### src/rtl/axi_lite_master_cmd_pkg.sv
// Shared types and constants for the single-outstanding AXI4-Lite command master.
package axil_pkg;

  typedef enum logic [2:0] {
    IDLE,
    WR_AW_W,
    WR_B,
    RD_AR,
    RD_R,
    RSP
  } axil_mst_state_t;

  localparam logic [1:0] RESP_OKAY   = 2'b00;
  localparam logic [1:0] RESP_EXOKAY = 2'b01;
  localparam logic [1:0] RESP_SLVERR = 2'b10;
  localparam logic [1:0] RESP_DECERR = 2'b11;

  localparam logic [31:0] TIMEOUT_DATA = 32'h0BAD_0BAD;

endpackage

### src/rtl/axi_lite_master_cmd_if.sv
// AXI4-Lite bus bundle with master and slave views.
interface axi_lite_master_cmd_if #(
  parameter int ADDR_WIDTH = 40,
  parameter int DATA_WIDTH = 32
);
  logic [ADDR_WIDTH-1:0]   awaddr;
  logic [2:0]              awprot;
  logic                    awvalid;
  logic                    awready;
  logic [DATA_WIDTH-1:0]   wdata;
  logic [DATA_WIDTH/8-1:0] wstrb;
  logic                    wvalid;
  logic                    wready;
  logic [1:0]              bresp;
  logic                    bvalid;
  logic                    bready;
  logic [ADDR_WIDTH-1:0]   araddr;
  logic [2:0]              arprot;
  logic                    arvalid;
  logic                    arready;
  logic [DATA_WIDTH-1:0]   rdata;
  logic [1:0]              rresp;
  logic                    rvalid;
  logic                    rready;

  modport master (
    output awaddr, awprot, awvalid, input awready,
    output wdata, wstrb, wvalid, input wready,
    input bresp, bvalid, output bready,
    output araddr, arprot, arvalid, input arready,
    input rdata, rresp, rvalid, output rready
  );

  modport slave (
    input awaddr, awprot, awvalid, output awready,
    input wdata, wstrb, wvalid, output wready,
    output bresp, bvalid, input bready,
    input araddr, arprot, arvalid, output arready,
    output rdata, rresp, rvalid, input rready
  );
endinterface

### src/rtl/axi_lite_master_cmd.sv
// Single-outstanding AXI4-Lite master driven by a local valid/ready command channel.
// Optional handshake watchdog enabled by defining AXIL_MASTER_TIMEOUT_EN.
module axi_lite_master_cmd
  import axil_pkg::*;
#(
  parameter int C_M_AXI_ADDR_WIDTH = 40,
  parameter int C_M_AXI_DATA_WIDTH = 32,
  parameter int TIMEOUT_CYCLES     = 1024
) (
  input  logic                            M_AXI_ACLK,
  input  logic                            M_AXI_ARESETN,
  input  logic                            cmd_valid,
  output logic                            cmd_ready,
  input  logic                            cmd_write,
  input  logic [C_M_AXI_ADDR_WIDTH-1:0]   cmd_addr,
  input  logic [C_M_AXI_DATA_WIDTH-1:0]   cmd_wdata,
  input  logic [C_M_AXI_DATA_WIDTH/8-1:0] cmd_wstrb,
  output logic                            rsp_valid,
  input  logic                            rsp_ready,
  output logic [C_M_AXI_DATA_WIDTH-1:0]   rsp_rdata,
  output logic [1:0]                      rsp_resp,
  output logic                            rsp_timeout,
  axi_lite_master_cmd_if.master           m_axi
);

  axil_mst_state_t state_reg, state_next;

  logic [C_M_AXI_ADDR_WIDTH-1:0]   addr_reg, addr_next;
  logic [C_M_AXI_DATA_WIDTH-1:0]   wdata_reg, wdata_next;
  logic [C_M_AXI_DATA_WIDTH/8-1:0] wstrb_reg, wstrb_next;
  logic awvalid_reg, awvalid_next;
  logic wvalid_reg, wvalid_next;
  logic bready_reg, bready_next;
  logic arvalid_reg, arvalid_next;
  logic rready_reg, rready_next;
  logic cmd_ready_reg, cmd_ready_next;
  logic rsp_valid_reg, rsp_valid_next;
  logic [C_M_AXI_DATA_WIDTH-1:0] rsp_rdata_reg, rsp_rdata_next;
  logic [1:0] rsp_resp_reg, rsp_resp_next;

`ifdef AXIL_MASTER_TIMEOUT_EN
  localparam int CNT_W = (TIMEOUT_CYCLES > 2) ? $clog2(TIMEOUT_CYCLES) : 1;
  localparam logic [CNT_W-1:0] CNT_MAX = CNT_W'(TIMEOUT_CYCLES - 1);
  logic [CNT_W-1:0] cnt_reg, cnt_next;
  logic rsp_timeout_reg, rsp_timeout_next;
`endif

  always_ff @(posedge M_AXI_ACLK or negedge M_AXI_ARESETN) begin
    if (!M_AXI_ARESETN) begin
      state_reg     <= IDLE;
      addr_reg      <= '0;
      wdata_reg     <= '0;
      wstrb_reg     <= '0;
      awvalid_reg   <= 1'b0;
      wvalid_reg    <= 1'b0;
      bready_reg    <= 1'b0;
      arvalid_reg   <= 1'b0;
      rready_reg    <= 1'b0;
      cmd_ready_reg <= 1'b0;
      rsp_valid_reg <= 1'b0;
      rsp_rdata_reg <= '0;
      rsp_resp_reg  <= '0;
`ifdef AXIL_MASTER_TIMEOUT_EN
      cnt_reg         <= '0;
      rsp_timeout_reg <= 1'b0;
`endif
    end else begin
      state_reg     <= state_next;
      addr_reg      <= addr_next;
      wdata_reg     <= wdata_next;
      wstrb_reg     <= wstrb_next;
      awvalid_reg   <= awvalid_next;
      wvalid_reg    <= wvalid_next;
      bready_reg    <= bready_next;
      arvalid_reg   <= arvalid_next;
      rready_reg    <= rready_next;
      cmd_ready_reg <= cmd_ready_next;
      rsp_valid_reg <= rsp_valid_next;
      rsp_rdata_reg <= rsp_rdata_next;
      rsp_resp_reg  <= rsp_resp_next;
`ifdef AXIL_MASTER_TIMEOUT_EN
      cnt_reg         <= cnt_next;
      rsp_timeout_reg <= rsp_timeout_next;
`endif
    end
  end

  always_comb begin
    state_next     = state_reg;
    addr_next      = addr_reg;
    wdata_next     = wdata_reg;
    wstrb_next     = wstrb_reg;
    awvalid_next   = awvalid_reg;
    wvalid_next    = wvalid_reg;
    bready_next    = bready_reg;
    arvalid_next   = arvalid_reg;
    rready_next    = rready_reg;
    rsp_valid_next = rsp_valid_reg;
    rsp_rdata_next = rsp_rdata_reg;
    rsp_resp_next  = rsp_resp_reg;
`ifdef AXIL_MASTER_TIMEOUT_EN
    cnt_next         = '0;
    rsp_timeout_next = rsp_timeout_reg;
`endif

    case (state_reg)
      IDLE: begin
        if (cmd_valid && cmd_ready_reg) begin
          addr_next  = cmd_addr;
          wdata_next = cmd_wdata;
          wstrb_next = cmd_wstrb;
`ifdef AXIL_MASTER_TIMEOUT_EN
          rsp_timeout_next = 1'b0;
`endif
          if (cmd_write) begin
            state_next   = WR_AW_W;
            awvalid_next = 1'b1;
            wvalid_next  = 1'b1;
          end else begin
            state_next   = RD_AR;
            arvalid_next = 1'b1;
          end
        end
      end
      WR_AW_W: begin
        // AW and W retire independently; B is only opened once both are gone.
        if (awvalid_reg && m_axi.awready) awvalid_next = 1'b0;
        if (wvalid_reg && m_axi.wready)   wvalid_next  = 1'b0;
        if (!awvalid_next && !wvalid_next) begin
          state_next  = WR_B;
          bready_next = 1'b1;
        end
      end
      WR_B: begin
        if (m_axi.bvalid && bready_reg) begin
          bready_next    = 1'b0;
          rsp_resp_next  = m_axi.bresp;
          rsp_rdata_next = '0;
          rsp_valid_next = 1'b1;
          state_next     = RSP;
        end
      end
      RD_AR: begin
        if (arvalid_reg && m_axi.arready) begin
          arvalid_next = 1'b0;
          rready_next  = 1'b1;
          state_next   = RD_R;
        end
      end
      RD_R: begin
        if (m_axi.rvalid && rready_reg) begin
          rready_next    = 1'b0;
          rsp_resp_next  = m_axi.rresp;
          rsp_rdata_next = m_axi.rdata;
          rsp_valid_next = 1'b1;
          state_next     = RSP;
        end
      end
      RSP: begin
        if (rsp_ready) begin
          rsp_valid_next = 1'b0;
          state_next     = IDLE;
        end
      end
      default: state_next = IDLE;
    endcase

`ifdef AXIL_MASTER_TIMEOUT_EN
    // Counter restarts on every state entry, so each wait phase gets the full budget.
    if ((state_reg inside {WR_AW_W, WR_B, RD_AR, RD_R}) && (state_next == state_reg)) begin
      if (cnt_reg == CNT_MAX) begin
        awvalid_next     = 1'b0;
        wvalid_next      = 1'b0;
        bready_next      = 1'b0;
        arvalid_next     = 1'b0;
        rready_next      = 1'b0;
        rsp_valid_next   = 1'b1;
        rsp_resp_next    = RESP_SLVERR;
        rsp_rdata_next   = C_M_AXI_DATA_WIDTH'(TIMEOUT_DATA);
        rsp_timeout_next = 1'b1;
        state_next       = RSP;
      end else begin
        cnt_next = cnt_reg + 1'b1;
      end
    end
`endif

    cmd_ready_next = (state_next == IDLE);
  end

  assign cmd_ready = cmd_ready_reg;
  assign rsp_valid = rsp_valid_reg;
  assign rsp_rdata = rsp_rdata_reg;
  assign rsp_resp  = rsp_resp_reg;
`ifdef AXIL_MASTER_TIMEOUT_EN
  assign rsp_timeout = rsp_timeout_reg;
`else
  assign rsp_timeout = 1'b0;
`endif

  assign m_axi.awaddr  = addr_reg;
  assign m_axi.awprot  = 3'b000;
  assign m_axi.awvalid = awvalid_reg;
  assign m_axi.wdata   = wdata_reg;
  assign m_axi.wstrb   = wstrb_reg;
  assign m_axi.wvalid  = wvalid_reg;
  assign m_axi.bready  = bready_reg;
  assign m_axi.araddr  = addr_reg;
  assign m_axi.arprot  = 3'b000;
  assign m_axi.arvalid = arvalid_reg;
  assign m_axi.rready  = rready_reg;

endmodule
### src/flat_wrapper.sv
// flat-port wrapper written by rule: the top's interface ports become plain ports
module axi_lite_master_cmd_flat import axil_pkg::*;
#(
  parameter int C_M_AXI_ADDR_WIDTH = 40,
  parameter int C_M_AXI_DATA_WIDTH = 32,
  parameter int TIMEOUT_CYCLES     = 1024
)
  (M_AXI_ACLK, M_AXI_ARESETN, cmd_valid, cmd_ready, cmd_write, cmd_addr, cmd_wdata, cmd_wstrb, rsp_valid, rsp_ready, rsp_rdata, rsp_resp, rsp_timeout, m_axi_awaddr, m_axi_awprot, m_axi_awvalid, m_axi_awready, m_axi_wdata, m_axi_wstrb, m_axi_wvalid, m_axi_wready, m_axi_bresp, m_axi_bvalid, m_axi_bready, m_axi_araddr, m_axi_arprot, m_axi_arvalid, m_axi_arready, m_axi_rdata, m_axi_rresp, m_axi_rvalid, m_axi_rready);
  axi_lite_master_cmd_if m_axi_i ();
  input  logic M_AXI_ACLK;
  input  logic M_AXI_ARESETN;
  input  logic cmd_valid;
  output logic cmd_ready;
  input  logic cmd_write;
  input  logic [C_M_AXI_ADDR_WIDTH-1:0] cmd_addr;
  input  logic [C_M_AXI_DATA_WIDTH-1:0] cmd_wdata;
  input  logic [C_M_AXI_DATA_WIDTH/8-1:0] cmd_wstrb;
  output logic rsp_valid;
  input  logic rsp_ready;
  output logic [C_M_AXI_DATA_WIDTH-1:0] rsp_rdata;
  output logic [1:0] rsp_resp;
  output logic rsp_timeout;
  output wire logic [$bits(m_axi_i.awaddr)-1:0] m_axi_awaddr;
  output wire logic [$bits(m_axi_i.awprot)-1:0] m_axi_awprot;
  output wire logic [$bits(m_axi_i.awvalid)-1:0] m_axi_awvalid;
  input wire logic [$bits(m_axi_i.awready)-1:0] m_axi_awready;
  output wire logic [$bits(m_axi_i.wdata)-1:0] m_axi_wdata;
  output wire logic [$bits(m_axi_i.wstrb)-1:0] m_axi_wstrb;
  output wire logic [$bits(m_axi_i.wvalid)-1:0] m_axi_wvalid;
  input wire logic [$bits(m_axi_i.wready)-1:0] m_axi_wready;
  input wire logic [$bits(m_axi_i.bresp)-1:0] m_axi_bresp;
  input wire logic [$bits(m_axi_i.bvalid)-1:0] m_axi_bvalid;
  output wire logic [$bits(m_axi_i.bready)-1:0] m_axi_bready;
  output wire logic [$bits(m_axi_i.araddr)-1:0] m_axi_araddr;
  output wire logic [$bits(m_axi_i.arprot)-1:0] m_axi_arprot;
  output wire logic [$bits(m_axi_i.arvalid)-1:0] m_axi_arvalid;
  input wire logic [$bits(m_axi_i.arready)-1:0] m_axi_arready;
  input wire logic [$bits(m_axi_i.rdata)-1:0] m_axi_rdata;
  input wire logic [$bits(m_axi_i.rresp)-1:0] m_axi_rresp;
  input wire logic [$bits(m_axi_i.rvalid)-1:0] m_axi_rvalid;
  output wire logic [$bits(m_axi_i.rready)-1:0] m_axi_rready;
  assign m_axi_awaddr = m_axi_i.awaddr;
  assign m_axi_awprot = m_axi_i.awprot;
  assign m_axi_awvalid = m_axi_i.awvalid;
  assign m_axi_i.awready = m_axi_awready;
  assign m_axi_wdata = m_axi_i.wdata;
  assign m_axi_wstrb = m_axi_i.wstrb;
  assign m_axi_wvalid = m_axi_i.wvalid;
  assign m_axi_i.wready = m_axi_wready;
  assign m_axi_i.bresp = m_axi_bresp;
  assign m_axi_i.bvalid = m_axi_bvalid;
  assign m_axi_bready = m_axi_i.bready;
  assign m_axi_araddr = m_axi_i.araddr;
  assign m_axi_arprot = m_axi_i.arprot;
  assign m_axi_arvalid = m_axi_i.arvalid;
  assign m_axi_i.arready = m_axi_arready;
  assign m_axi_i.rdata = m_axi_rdata;
  assign m_axi_i.rresp = m_axi_rresp;
  assign m_axi_i.rvalid = m_axi_rvalid;
  assign m_axi_rready = m_axi_i.rready;
  axi_lite_master_cmd #(.C_M_AXI_ADDR_WIDTH(C_M_AXI_ADDR_WIDTH), .C_M_AXI_DATA_WIDTH(C_M_AXI_DATA_WIDTH), .TIMEOUT_CYCLES(TIMEOUT_CYCLES)) u_core (.M_AXI_ACLK(M_AXI_ACLK), .M_AXI_ARESETN(M_AXI_ARESETN), .cmd_valid(cmd_valid), .cmd_ready(cmd_ready), .cmd_write(cmd_write), .cmd_addr(cmd_addr), .cmd_wdata(cmd_wdata), .cmd_wstrb(cmd_wstrb), .rsp_valid(rsp_valid), .rsp_ready(rsp_ready), .rsp_rdata(rsp_rdata), .rsp_resp(rsp_resp), .rsp_timeout(rsp_timeout), .m_axi(m_axi_i));
endmodule
### config.mk
export PLATFORM = sky130hd
export DESIGN_NAME = axi_lite_master_cmd_flat
export DESIGN_NICKNAME = d
export VERILOG_FILES = /design/src/rtl/axi_lite_master_cmd_pkg.sv /design/src/rtl/axi_lite_master_cmd_if.sv /design/src/rtl/axi_lite_master_cmd.sv /design/src/flat_wrapper.sv
export SDC_FILE = /design/constraint.sdc
export NUM_CORES = 1
export LEC_CHECK = 0
export BUFFER_PORTS_ARGS = -buffer_cell sky130_fd_sc_hd__buf_2
export CORE_UTILIZATION = 30
export DETAILED_ROUTE_END_ITERATION = 10
export GPL_TIMING_DRIVEN = 1
export PLACE_DENSITY_LB_ADDON = 0.2
export SKIP_LAST_GASP = 1
export SLEW_MARGIN = 20
export SYNTH_ARGS = -nofsm -noshare
export SYNTH_HDL_FRONTEND = slang
export SYNTH_SLANG_ARGS = --single-unit
### constraint.sdc
create_clock -name M_AXI_ACLK -period 1.97 [get_ports M_AXI_ACLK]
set_clock_uncertainty 0.15 [all_clocks]
set_input_delay 0.197 -clock M_AXI_ACLK [delete_from_list [all_inputs] [get_ports M_AXI_ACLK]]
set_output_delay 0.197 -clock M_AXI_ACLK [all_outputs]
set_load 0.01 [all_outputs]
==> run_results.csv <==
group,metric,value,unit
place,gp_congestion,0.852,
clock_network,cts_buffers,17,
sta,hold_violations,0,
sta,setup_ws,0.168,ns
floorplanning,coreArea,16100,um^2
drt,antenna_left,0,
floorplanning,initial_core_util,31.2,%
setup_path,crit_family,"simple AND/OR/NAND/NOR gates",
layout,drive_above_1_share,44.6,%
grt,grt_busiest_layer,"met2",
place,io_buffers,278,
floorplanning,rows,46,
setup_path,rrSetupSlack,0.17,ns
setup_path,worstReg2RegStart,"u_core.state_reg[2]",
grt,track_usage,16.2,%
setup_path,worst_setup_path_start_kind,"flop",
synth,yosys_warnings,0,
layout,fill_cells,1420,
grt,grt-ovfl-total,0,
sta,rsz0062_at_grt,"false",
setup_path,worst-path-stages,5,
clock_network,htreeDepth,4,
sta,setup_viol,0,
power_and_ir_drop,p_leak,4.10,nW
setup_path,worstPathMaxFanout,18,
drt,drc,0,
sta,fin_setup_tns,0,ns
run,maxCapViolCount,0,
synth,ys_top_cells_by_area,"dfrtp_1 (60%), mux2_1 (17%), buf_4 (7.0%)",
place,placed_cell_area,6340,um^2
synth,yosysTopAreaCellShare,60.0,%
setup_path,cp.required,2.15,ns
sta,period_needed,1.80,ns
grt,grt_pass1_vias,4428,
drt,drt_iter0_drc,96,
floorplanning,die_y,131,um
drt,dr_total_vias,4121,
setup_path,arrival,1.99,ns
synth,avgSynthCellArea,14.6,um^2
clock_network,cts_tree,"done",
power_and_ir_drop,total_power,0.0122,W
sta,fin_crit_sh,91.5,%
floorplanning,dieArea,17200,um^2
layout,multi_input_area,1510,um^2
place,dp_hpwl,9330,um
sta,whs,0.0756,ns
setup_path,path_class,"reg -> reg",
synth,syn_inst,343,
synth,ys_seq_elements,120,
layout,seqCellArea,3000,um^2
setup_path,crit_start,"u_core.state_reg[2]",
grt,met1_usage,18.3,%
grt,antenna_found_initial,0,
sta,slew_violations,0,
synth,yosysSeqAreaShare,60.0,%
drt,viasPerCell,4.37,
grt,grt_max_degree,52,
drt,firstDrtPassIters,4,
layout,final_area,8130,um^2
setup_path,crit_end,"u_core.rsp_valid",
layout,final_nets,836,
setup_path,slowest_delay,0.49,ns
place,dp_worst_setup_slack,0.178,ns
layout,diodes,0,
clock_network,cts_buffer_depth,2,
power_and_ir_drop,ir_worst_vdd,0.000663,V
power_and_ir_drop,p_per_area,1500,nW/um^2
clock_network,cts_sinks,120,
layout,largest_reg_flops,40,
drt,drt-total-wl,13500,um
floorplanning,die_x,131,um
synth,netlist_area,5000,um^2
outcome,outcome,"finished clean",
layout,syn_to_final_growth,62.4,%
setup_path,crit_chain,"nor4bb_2 > a32oi_4 > buf_4 > a32o_1 > o21ai_1",
clock_network,clock_latency,0.41,ns
grt,met2_usage,28.5,%
drt,routedWlPerCell,14.3,um
synth,synth_top_cell_by_area,"dfrtp_1",
setup_path,end_kind,"flop",
floorplanning,ios,286,
clock_network,cts_root_buf,"clkbuf_16",
clock_network,clkTransAtPathRegs,0.05,ns
setup_path,cp_slowest_cell,"nor4bb_2",
grt,grt_pass1_wl,22200,um
setup_path,r2r_end,"u_core.rsp_valid",
synth,synth.distinct_cells,38,
setup_path,worst_r2r_path_depth,5,
sta,clock.fmax,555,MHz
clock_network,cts_resized,0,
setup_path,crit_buf_inv,1,
min_path,holdPathStages,3,
grt,met3_usage,5.13,%
min_path,hp-class,"in -> reg",
==> worst min-delay path by stage <==
stage / start / end / slack [ns]
floorplan: M_AXI_ARESETN / u_core.cmd_ready / -0.25
global placement: M_AXI_ARESETN / u_core.m_axi.araddr[23] / -0.009
detailed placement: M_AXI_ARESETN / u_core.m_axi.araddr[23] / -0.002
CTS: cmd_valid / u_core.state_reg[0] / 0.05
global route: cmd_valid / u_core.state_reg[0] / 0.07
finish: cmd_valid / u_core.state_reg[1] / 0.08
==> through the flow <==
stage                     std cells  utilization [%]
after floorplan                 349                -
after global placement          791             39.5
after detailed placement        791             39.5
after CTS                       942             50.6
after global routing            942             50.6
final                           942             50.6
==> repair_timing <==
action / in CTS / in global routing
buffers inserted: 0 / 0
hold buffers: 120 / 0
hold endpoints to repair: 239 / 0
==> cell families (layout without fill, tap and decap cells) <==
kind of cell | after synthesis | in the layout | share of synthesized area [%]
buffers and inverters | 67 | 444 | 10.4
DFF | 120 | 120 | 60.0
and+or+nand+nor | 28 | 28 | 3.63
AOI/OAI and AO/OA | 49 | 49 | 8.43
muxes | 78 | 78 | 17.5
other | 1 | 7 | 0.0749
==> layout by cell type, fill, tap and decap left out, drive strengths merged, types with 2 or more instances in the layout <==
| cell | netlist | layout |
|---|---|---|
| buf | 64 | 290 |
| dlygate4sd3 | 0 | 120 |
| dfrtp | 120 | 120 |
| mux2 | 76 | 76 |
| a22o | 32 | 32 |
| clkbuf | 0 | 23 |
| nand2 | 10 | 10 |
| conb | 1 | 7 |
| o21ai | 5 | 5 |
| clkinv | 0 | 4 |
| nor2 | 3 | 3 |
| nand2b | 3 | 3 |
| inv | 3 | 3 |
| nor3b | 3 | 3 |
| nand3 | 2 | 2 |
| mux2i | 2 | 2 |
| clkinvlp | 0 | 2 |
| bufinv | 0 | 2 |
| nor4bb | 2 | 2 |
| nand4 | 2 | 2 |
| a32oi | 2 | 2 |
==> layout make-up <==
class                           instances  share of cell area [%]
Clock buffer                           23                    6.00
Clock inverter                          8                    1.17
Inverter                                3                   0.139
Multi-Input combinational cell        162                    18.6
Sequential cell                       120                    36.9
Tap cell                              216                    3.32
Timing Repair Buffer                  410                    33.8
==> Yosys cell counts <==
cell / number
a41oi_1: 1
a2111o_1: 1
nor3b_4: 1
buf_2: 10
o21ai_1: 3
o21a_1: 1
inv_2: 1
nand2_1: 10
mux2_1: 76
nand4_1: 1
buf_6: 4
and3_1: 1
nand4_2: 1
inv_1: 2
buf_4: 47
a21boi_0: 1
nor4bb_2: 1
mux2i_1: 2
o21ai_0: 2
a32oi_1: 1
a31oi_1: 1
a32oi_4: 1
and3b_1: 1
and4b_1: 1
a22o_1: 32
buf_12: 3
a32o_1: 1
nor4bb_1: 1
a21o_1: 1
nor3b_1: 2
a2bb2oi_1: 1
conb_1: 1
dfrtp_1: 120
a21oi_1: 1
nand2b_1: 3
o211ai_1: 1
nand3_1: 2
nor2_1: 3
==> tightest hold or removal path, cell delays in order <==
cell and delay (ns):
buf_2 0.12, nand4_4 0.14, o211ai_1 0.11
==> report_power, final <==
part | total (W) | switching (W) | internal (W)
logic | 0.00470 | 0.00236 | 0.00234
clock network | 0.00305 | 0.00107 | 0.00198
registers | 0.00446 | 0.000765 | 0.00369
==> metal layers <==
layer / share of wire [%] / wire, um
met3: 6.8 / 915
met4: 1.2 / 161
met2: 51 / 6930
met1: 41 / 5510
met5: 0 / 0
Power figures use the tool's default switching activity.
